## config.mk

```make
export PLATFORM = sky130hd
export DESIGN_NAME = mem_ctrl
export DESIGN_NICKNAME = d
export VERILOG_FILES = /design/src/rtl/mem_pkg.sv /design/src/rtl/rsp_fifo.sv /design/src/rtl/mem_ctrl.sv
export SDC_FILE = /design/constraint.sdc
export NUM_CORES = 1
export LEC_CHECK = 0
export BUFFER_PORTS_ARGS = -buffer_cell sky130_fd_sc_hd__buf_2
export CAP_MARGIN = 10
export CORE_ASPECT_RATIO = 1.25
export CORE_MARGIN = 2
export CORE_UTILIZATION = 53
export CTS_CLUSTER_SIZE = 8
export DETAILED_ROUTE_END_ITERATION = 16
export PLACE_DENSITY = 0.81
export SYNTH_ARGS = -nofsm -noshare
export SYNTH_HDL_FRONTEND = slang
export SYNTH_SLANG_ARGS = --single-unit
```

## constraint.sdc

```tcl
create_clock -name clk_i -period 4.9 [get_ports clk_i]
set_clock_uncertainty 0.15 [all_clocks]
set_input_delay 0.98 -clock clk_i [delete_from_list [all_inputs] [get_ports clk_i]]
set_output_delay 0.98 -clock clk_i [all_outputs]
set_load 0.02 [all_outputs]
```

## src/rtl/mem_pkg.sv

```systemverilog
// Shared types, widths and the byte-merge helper for the BRAM request front end.
package mem_pkg;

    localparam int unsigned ADDR_W = 14;
    localparam int unsigned DATA_W = 32;
    localparam int unsigned BE_W   = DATA_W / 8;

    typedef enum logic {
        S_IDLE = 1'b0,
        S_RMW  = 1'b1
    } mem_state_t;

    typedef logic [ADDR_W-1:0] addr_t;
    typedef logic [DATA_W-1:0] data_t;
    typedef logic [BE_W-1:0]   be_t;

    // Enabled bytes come from the new write data, the rest from the old word.
    function automatic data_t byte_merge(input data_t wdata, input data_t rdata, input be_t be);
        data_t merged;
        for (int unsigned i = 0; i < BE_W; i++) begin
            merged[8*i +: 8] = be[i] ? wdata[8*i +: 8] : rdata[8*i +: 8];
        end
        return merged;
    endfunction

endpackage

```

## src/rtl/rsp_fifo.sv

```systemverilog
// In-order response buffer; lane a is older than lane b when both push together.
module rsp_fifo
    import mem_pkg::*;
#(
    parameter int unsigned DEPTH = 2
) (
    input  logic                         clk_i,
    input  logic                         rst_ni,
    input  logic                         push_a_i,
    input  data_t                        data_a_i,
    input  logic                         push_b_i,
    input  data_t                        data_b_i,
    input  logic                         pop_i,
    output data_t                        rdata_o,
    output logic [$clog2(DEPTH+1)-1:0]   count_o
);

    localparam int unsigned PTR_W = (DEPTH > 1) ? $clog2(DEPTH) : 1;
    localparam int unsigned CNT_W = $clog2(DEPTH + 1);

    data_t             mem_q [DEPTH];
    logic [PTR_W-1:0]  wr_ptr_q, wr_ptr_d, wr_ptr_b;
    logic [PTR_W-1:0]  rd_ptr_q, rd_ptr_d;
    logic [CNT_W-1:0]  cnt_q, cnt_d;

    function automatic logic [PTR_W-1:0] ptr_inc(input logic [PTR_W-1:0] p);
        return (p == PTR_W'(DEPTH - 1)) ? '0 : p + PTR_W'(1);
    endfunction

    always_comb begin
        wr_ptr_b = push_a_i ? ptr_inc(wr_ptr_q) : wr_ptr_q;
        wr_ptr_d = push_b_i ? ptr_inc(wr_ptr_b) : wr_ptr_b;
        rd_ptr_d = pop_i ? ptr_inc(rd_ptr_q) : rd_ptr_q;
        cnt_d    = cnt_q + CNT_W'(push_a_i) + CNT_W'(push_b_i) - CNT_W'(pop_i);
    end

    always_ff @(posedge clk_i or negedge rst_ni) begin
        if (!rst_ni) begin
            wr_ptr_q <= '0;
            rd_ptr_q <= '0;
            cnt_q    <= '0;
        end else begin
            wr_ptr_q <= wr_ptr_d;
            rd_ptr_q <= rd_ptr_d;
            cnt_q    <= cnt_d;
        end
    end

    // Storage needs no reset: the head is masked while the buffer is empty.
    always_ff @(posedge clk_i) begin
        if (push_a_i) mem_q[wr_ptr_q] <= data_a_i;
        if (push_b_i) mem_q[wr_ptr_b] <= data_b_i;
    end

    assign rdata_o = (cnt_q != '0) ? mem_q[rd_ptr_q] : '0;
    assign count_o = cnt_q;

endmodule

```

## src/rtl/mem_ctrl.sv

```systemverilog
// Valid/ready front end for a single-port BRAM with read latency absorption and RMW byte writes.
module mem_ctrl
    import mem_pkg::*;
#(
    parameter int unsigned RSP_DEPTH = 2
) (
    input  logic              clk_i,
    input  logic              rst_ni,
    input  logic              req_valid_i,
    output logic              req_ready_o,
    input  logic              req_we_i,
    input  logic [BE_W-1:0]   req_be_i,
    input  logic [ADDR_W-1:0] req_addr_i,
    input  logic [DATA_W-1:0] req_wdata_i,
    output logic              rsp_valid_o,
    input  logic              rsp_ready_i,
    output logic [DATA_W-1:0] rsp_rdata_o,
    output logic              bram_en_o,
    output logic              bram_we_o,
    output logic [ADDR_W-1:0] bram_addr_o,
    output logic [DATA_W-1:0] bram_d_o,
    input  logic [DATA_W-1:0] bram_d_i
);

    localparam int unsigned CNT_W = $clog2(RSP_DEPTH + 1);
    localparam int unsigned LVL_W = CNT_W + 1;

    mem_state_t       state_q, state_d;
    logic             rd_pend_q, rd_pend_d;
    addr_t            rmw_addr_q, rmw_addr_d;
    data_t            rmw_wdata_q, rmw_wdata_d;
    be_t              rmw_be_q, rmw_be_d;
    logic [CNT_W-1:0] occ;
    logic [LVL_W-1:0] level;
    logic             pop, ready_raw, accept, be_full, be_zero;
    logic             push_rd, push_wr;
    data_t            merged;

    // Space check counts the read still in flight so its data always has a slot.
    assign pop         = rsp_valid_o & rsp_ready_i;
    assign level       = LVL_W'(occ) + LVL_W'(rd_pend_q) - LVL_W'(pop);
    assign ready_raw   = (state_q == S_IDLE) && (level < LVL_W'(RSP_DEPTH));
    assign req_ready_o = rst_ni & ready_raw;
    assign accept      = req_valid_i & ready_raw;
    assign be_full     = (req_be_i == '1);
    assign be_zero     = (req_be_i == '0);
    assign merged      = byte_merge(rmw_wdata_q, bram_d_i, rmw_be_q);
    assign rsp_valid_o = (occ != '0);

    // Next state and response pushes; reset holds the flops so no gating is needed here.
    always_comb begin
        state_d     = state_q;
        rd_pend_d   = 1'b0;
        rmw_addr_d  = rmw_addr_q;
        rmw_wdata_d = rmw_wdata_q;
        rmw_be_d    = rmw_be_q;
        push_rd     = rd_pend_q;
        push_wr     = 1'b0;
        if (state_q == S_RMW) begin
            push_wr = 1'b1;
            state_d = S_IDLE;
        end else if (accept) begin
            if (!req_we_i) begin
                rd_pend_d = 1'b1;
            end else if (be_full || be_zero) begin
                push_wr = 1'b1;
            end else begin
                state_d     = S_RMW;
                rmw_addr_d  = req_addr_i;
                rmw_wdata_d = req_wdata_i;
                rmw_be_d    = req_be_i;
            end
        end
    end

    // BRAM pins are live only in an accept or RMW cycle and forced quiet under reset.
    always_comb begin
        bram_en_o   = 1'b0;
        bram_we_o   = 1'b0;
        bram_addr_o = '0;
        bram_d_o    = '0;
        if (rst_ni) begin
            if (state_q == S_RMW) begin
                bram_en_o   = 1'b1;
                bram_we_o   = 1'b1;
                bram_addr_o = rmw_addr_q;
                bram_d_o    = merged;
            end else if (accept && !(req_we_i && be_zero)) begin
                bram_en_o   = 1'b1;
                bram_addr_o = req_addr_i;
                if (req_we_i && be_full) begin
                    bram_we_o = 1'b1;
                    bram_d_o  = req_wdata_i;
                end
            end
        end
    end

    always_ff @(posedge clk_i or negedge rst_ni) begin
        if (!rst_ni) begin
            state_q     <= S_IDLE;
            rd_pend_q   <= 1'b0;
            rmw_addr_q  <= '0;
            rmw_wdata_q <= '0;
            rmw_be_q    <= '0;
        end else begin
            state_q     <= state_d;
            rd_pend_q   <= rd_pend_d;
            rmw_addr_q  <= rmw_addr_d;
            rmw_wdata_q <= rmw_wdata_d;
            rmw_be_q    <= rmw_be_d;
        end
    end

    rsp_fifo #(
        .DEPTH (RSP_DEPTH)
    ) u_rsp_fifo (
        .clk_i    (clk_i),
        .rst_ni   (rst_ni),
        .push_a_i (push_rd),
        .data_a_i (bram_d_i),
        .push_b_i (push_wr),
        .data_b_i ('0),
        .pop_i    (pop),
        .rdata_o  (rsp_rdata_o),
        .count_o  (occ)
    );

endmodule

```

Word-level counts from Yosys, hierarchy flattened
Memory sizes are Yosys's and may differ from the RTL's.
Index checks and enable logic that the tools add are counted.

storage, ports and cells
  logic and storage cells = 72
  register bits = 56
  memories = 1
  RAM bits = 64
  input bits = 87
  output and inout bits = 82

memory list
  memory            depth  width  read ports  clocked after Yosys merged registers in  write ports  line            RTL
  u_rsp_fifo.mem_q  2      32     1           0                                        2            rsp_fifo.sv:21  data_t mem_q [DEPTH];

cells by class
  magnitude comparators = 1
  bitwise logic cells = 5
  equality and inequality tests = 1
  muxes and demuxes = 39
  reduce and logical (&&, ||, !) cells = 9
  add/sub/neg operators = 8

operators by type and width
  cell                 number
  $mux 32              5
  $mux 14              3
  $mux 8               4
  $mux 1               27
  $add 2x1->2          2
  $eq 4x4->1 const B   1
  $logic_and 1x1->1    4
  $logic_not 4->1      1
  $reduce_and 4->1     1
  $add 1x1->1 const B  3
  $add 2x1->3          1
  $and 1x1->1          3
  $lt 3x2->1 const B   1
  $sub 3x1->3          1
  $not 1->1            2
  $reduce_bool 2->1    1
  $sub 2x1->2          1
  $logic_not 1->1      1
  $logic_or 1x1->1     1

Depth between registers and ports, before layout
  word-level depth = 10
  depth in mapped cells = 14
  depth with buffers taken out = 14

Hierarchy
From an unflattened synthesis, not the netlist that was laid out.

unflattened totals
  cells, all modules = 488
  area total of the unflattened synthesis = 6,886.6 µm²

modules (own cells, without submodules)
  module    instances  cells an instance  seq. area each (µm²)  area each (µm²)
  rsp_fifo  1          227                2,021.9               3,777.4
  mem_ctrl  1          261                1,301.2               3,109.2

Least setup slack after synthesis
Ideal clock, no wire load.

  path kind = input to output
  start = in rsp_ready_i
  end = out bram_d_o[0]
  data arrival time = 3.052 ns
  path slack = 0.718 ns
  path buffers = 1
  stages = 8
  data required time = 3.770 ns
  path through = and2_1 ha_1 nand2b_1 fa_1 nand4b_2 nand3b_1 clkbuf_1 o22ai_1

on the way
  word-level cells in the longest chain between the ends = 9

ends and longest elaborated chain
  item               line            RTL
  start, declared    mem_ctrl.sv:16  input logic rsp_ready_i,
  $and 1x1->1        mem_ctrl.sv:40  assign pop = rsp_valid_o & rsp_ready_i;
  $sub 3x1->3        mem_ctrl.sv:41  assign level = LVL_W'(occ) + LVL_W'(rd_pend_q) - LVL_W'(pop);
  $lt 3x2->1         mem_ctrl.sv:42  assign ready_raw = (state_q == S_IDLE) && (level < LVL_W'(RSP_DEPTH));
  $logic_and 1x1->1  mem_ctrl.sv:42
  $and 1x1->1        mem_ctrl.sv:44  assign accept = req_valid_i & ready_raw;
  $logic_and 1x1->1  mem_ctrl.sv:88  end else if (accept && !(req_we_i && be_zero)) begin
  $mux 32            mem_ctrl.sv:88
  $mux 32            mem_ctrl.sv:83  if (state_q == S_RMW) begin
  $mux 32            mem_ctrl.sv:82  if (rst_ni) begin
  end, declared      mem_ctrl.sv:21  output logic [DATA_W-1:0] bram_d_o,

No other way between the ends.

Worst setup path after layout
  start = reg u_rsp_fifo.cnt_q[1], in the netlist u_rsp_fifo.count_o[1]
  end = out bram_d_o[17]

on the way
  word-level cells in the longest chain between the ends = 10
  elaborated cells on any way between the ends = 11
  classes of those cells = 2 x add/sub; 1 x order compare; 3 x mux; 2 x bitwise; 3 x reduce/logical

ends and longest elaborated chain
  item                    line            RTL
  start, declared         rsp_fifo.sv:24  logic [CNT_W-1:0] cnt_q, cnt_d;
  start signal, assigned  rsp_fifo.sv:45  cnt_q <= cnt_d;
  $reduce_bool 2->1       mem_ctrl.sv:48  assign rsp_valid_o = (occ != '0);
  $and 1x1->1             mem_ctrl.sv:40
  named net pop           mem_ctrl.sv:35  logic pop, ready_raw, accept, be_full, be_zero;
  $sub 3x1->3             mem_ctrl.sv:41
  $lt 3x2->1              mem_ctrl.sv:42
  $logic_and 1x1->1       mem_ctrl.sv:42
  $and 1x1->1             mem_ctrl.sv:44
  $logic_and 1x1->1       mem_ctrl.sv:88
  $mux 32                 mem_ctrl.sv:88
  $mux 32                 mem_ctrl.sv:83
  $mux 32                 mem_ctrl.sv:82

The timed path passes the listed nets, and every way through them passes these cells.

==> results.toml <==
[synth]
synth_top_family_by_area = "multiplexers"
synth_edf_count = 0
synthSimpleGateAreaFrac_pct = 10.09
synth_compound_area_share_pct = 6.236
synthMuxAreaShare_pct = 33.25
yosysTopAreaCellShare_pct = 22.97
syn-cell-area_um2 = 6100
synth-xor-area-share_pct = 0.7179
syn_avg_cell_area_um2 = 10.97
ys_seq_area_share_pct = 43.98
netlist_top_cells_area = "dfrtp_1 23%, dfxtp_1 21%, mux2i_1 21%"
syn_nets = 651
synth_adder_area_share_pct = 1.887
ys_warn_count = 0
synthFlopType = "dfxtp_1"
async_reset_ff_share_pct = 46.67
postSynthCellCount = 556
ys_ff_latch = 120
synth_cell_types = 33
yosysTopAreaCell = "dfrtp_1"

[clock_tree]
cts_max_path_buffers = 2
numCtsBuffers = 17
cts_root_buf = "clkbuf_16"
ctsResizeCount = 0
cts.sinks = 120
cts_max_level = 4
post_cts_buffers = 0
cts_tree = "yes"
cts.clk_slew.worst_paths_ps = 60
ctsHoldBuffers = 0
clk_latency_ps = 410

[sta]
min_period_over_period_pct = 90.34
slew_headroom_pct = 25.66
min_period_ps = 4427
final_hold_viol_count = 0
worstMarginPinSlew_ps = 1115
final-setup-viol-count = 0
rsz0062_at_grt = "false"
final.setup.tns_ps = 0
fmax_mhz = 225.9
drv_slew = 0

[global_routing]
grtUsageMet2_pct = 46.58
grt_pass1_wl_um = 25500
grt_pass1_vias = 5037
gr-max-usage-layer = "met2"
grt_start_max_net_pins = 38
grt_usage_pct = 26.47
grtUsageMet1_pct = 32.25
use_met3_pct = 5.387
grt_antenna_before_repair = 0
globalRouteOverflowTotal = 0

[drt]
via_count = 4875
drcViolationCount = 0
via_per_inst = 5.662
drt_iter0_markers = 323
wl_um = 16180
drt_first_pass_iters = 4
drtAntennaViolNets = 0
wl_per_cell_um = 18.79

[final_layout]
final_cell_count_no_fill = 861
final_common_cell = "buf_2"
fillers = 871
final_cell_mix = "168 x buf_2, 128 x mux2i_1, 97 x nor2_1"
area_growth_pct = 25.64
drive_above_1_share_pct = 37.47
design_area_um2 = 7664
layout.nets = 808
diodes = 0

[floorplanning]
core_area_um2 = 11140
start_util_pct = 54.77
num_io_pins = 169
die_h_um = 123.9
rows = 43
die_area_um2 = 12390
die_x_um = 99.95

[worst_setup_path]
setup.worst_path.start = "u_rsp_fifo.count_o[1]"
cp-end-kind = "primary output"
timing.rr.end = "u_rsp_fifo.count_o[1]"
worst_ep_required_time_ps = 3770
cp_max_fo = 16
rrSetupSlack_ps = 1160
worst_setup_path_start_kind = "register"
path_class = "reg -> out"
critPathArrivalTime_ps = 3300
reg2reg_from = "u_rsp_fifo.count_o[1]"
reg2reg_depth = 14

[power_and_ir_drop]
leakage_uw = 0.003717
vdd.ir_drop.worst_v = 0.0003526
p_per_area_nw_per_um2 = 700.4

[placement]
gp_routability_congestion = 0.8290
postPlaceCellArea_um2 = 7029
hpwl_um = 10910
dp.cells = 829
io_buffers = 168

[worst_hold_path]
hp-class = "in -> async"

[run]
maxCapViolations = 0

[outcome]
status = "finished, final reports clean"
==> worst max-delay path, stage by stage, from the launching register on <==
cell,delay [ps]
dfrtp_1,490
nor2_4,150
inv_1,70
and2_1,200
ha_1,270
nand2b_1,160
fa_1,540
nand4b_2,170
nand3b_1,220
buf_4,230
o22ai_1,190
buf_2,200
==> report_power, final <==
group | switching, µW | internal [µW] | total (µW)
clock network | 454 | 868 | 1320
logic | 1080 | 1070 | 2150
registers | 434 | 1460 | 1900
==> stage by stage <==
stage	util (%)	total power (µW)	setup WS (ps)	hold slack (ps)
floorplan	-	3420	717.9	309.6
global placement	63.12	3913	639.9	321.5
detailed placement	63.12	4037	576.7	333.4
CTS	68.81	5377	472.6	339.6
global route	68.81	5641	288.8	356.3
finish	68.81	5368	473.5	345.7
==> cell type report <==
cell class / count / area, µm² / area share, %
Clock buffer: 22 / 494.2 / 6.449
Clock inverter: 10 / 140.1 / 1.829
Inverter: 6 / 22.52 / 0.2939
Multi-Input combinational cell: 387 / 3203 / 41.80
Sequential cell: 120 / 2684 / 35.02
Tap cell: 135 / 168.9 / 2.204
Timing Repair Buffer: 181 / 950.9 / 12.41
==> cell usage after synthesis (3+ instances only) <==
cell      count
a32o_1       13
buf_1         3
buf_2        10
buf_6         5
clkbuf_1     25
dfrtp_1      56
dfxtp_1      64
ha_1          6
inv_1         6
mux2_4       49
mux2i_1     128
nand2_1      33
nor2_1       98
o22ai_1      32
xnor2_1       3
==> how the worst max path moves through the flow <==
stage	cells after the start	to	slack (ps)
after floorplan	8	bram_d_o[0]	720
after global placement	10	bram_addr_o[7]	640
after detailed placement	10	bram_addr_o[10]	580
after CTS	11	bram_d_o[17]	470
after global routing	11	bram_we_o	290
final	11	bram_d_o[17]	470
==> metal layers <==
layer	up-vias	share of wire, %	wire length (µm)
met2	161	53	8499
met5	-	0	0
met3	26	4.3	688
met4	0	1.6	257
li1	2271	-	-
met1	2417	42	6733
==> cells by family after synthesis <==
logic type	count (synthesis)
compound gates	51
xor+xnor	5
mux	178
flops	120
buf+inv	49
fa+ha+maj	8
simple gates	145
==> flip-flops by register name (all words and copies together), names as in the netlist <==
signal / count
u_rsp_fifo.wr_ptr_q: 1
rmw_wdata_q: 32
rmw_addr_q: 14
u_rsp_fifo.rd_ptr_q: 1
state_q: 1
push_rd: 1
u_rsp_fifo.mem_q: 64
u_rsp_fifo.count_o: 2
rmw_be_q: 4
No activity file was read; power rests on OpenSTA's default activity.
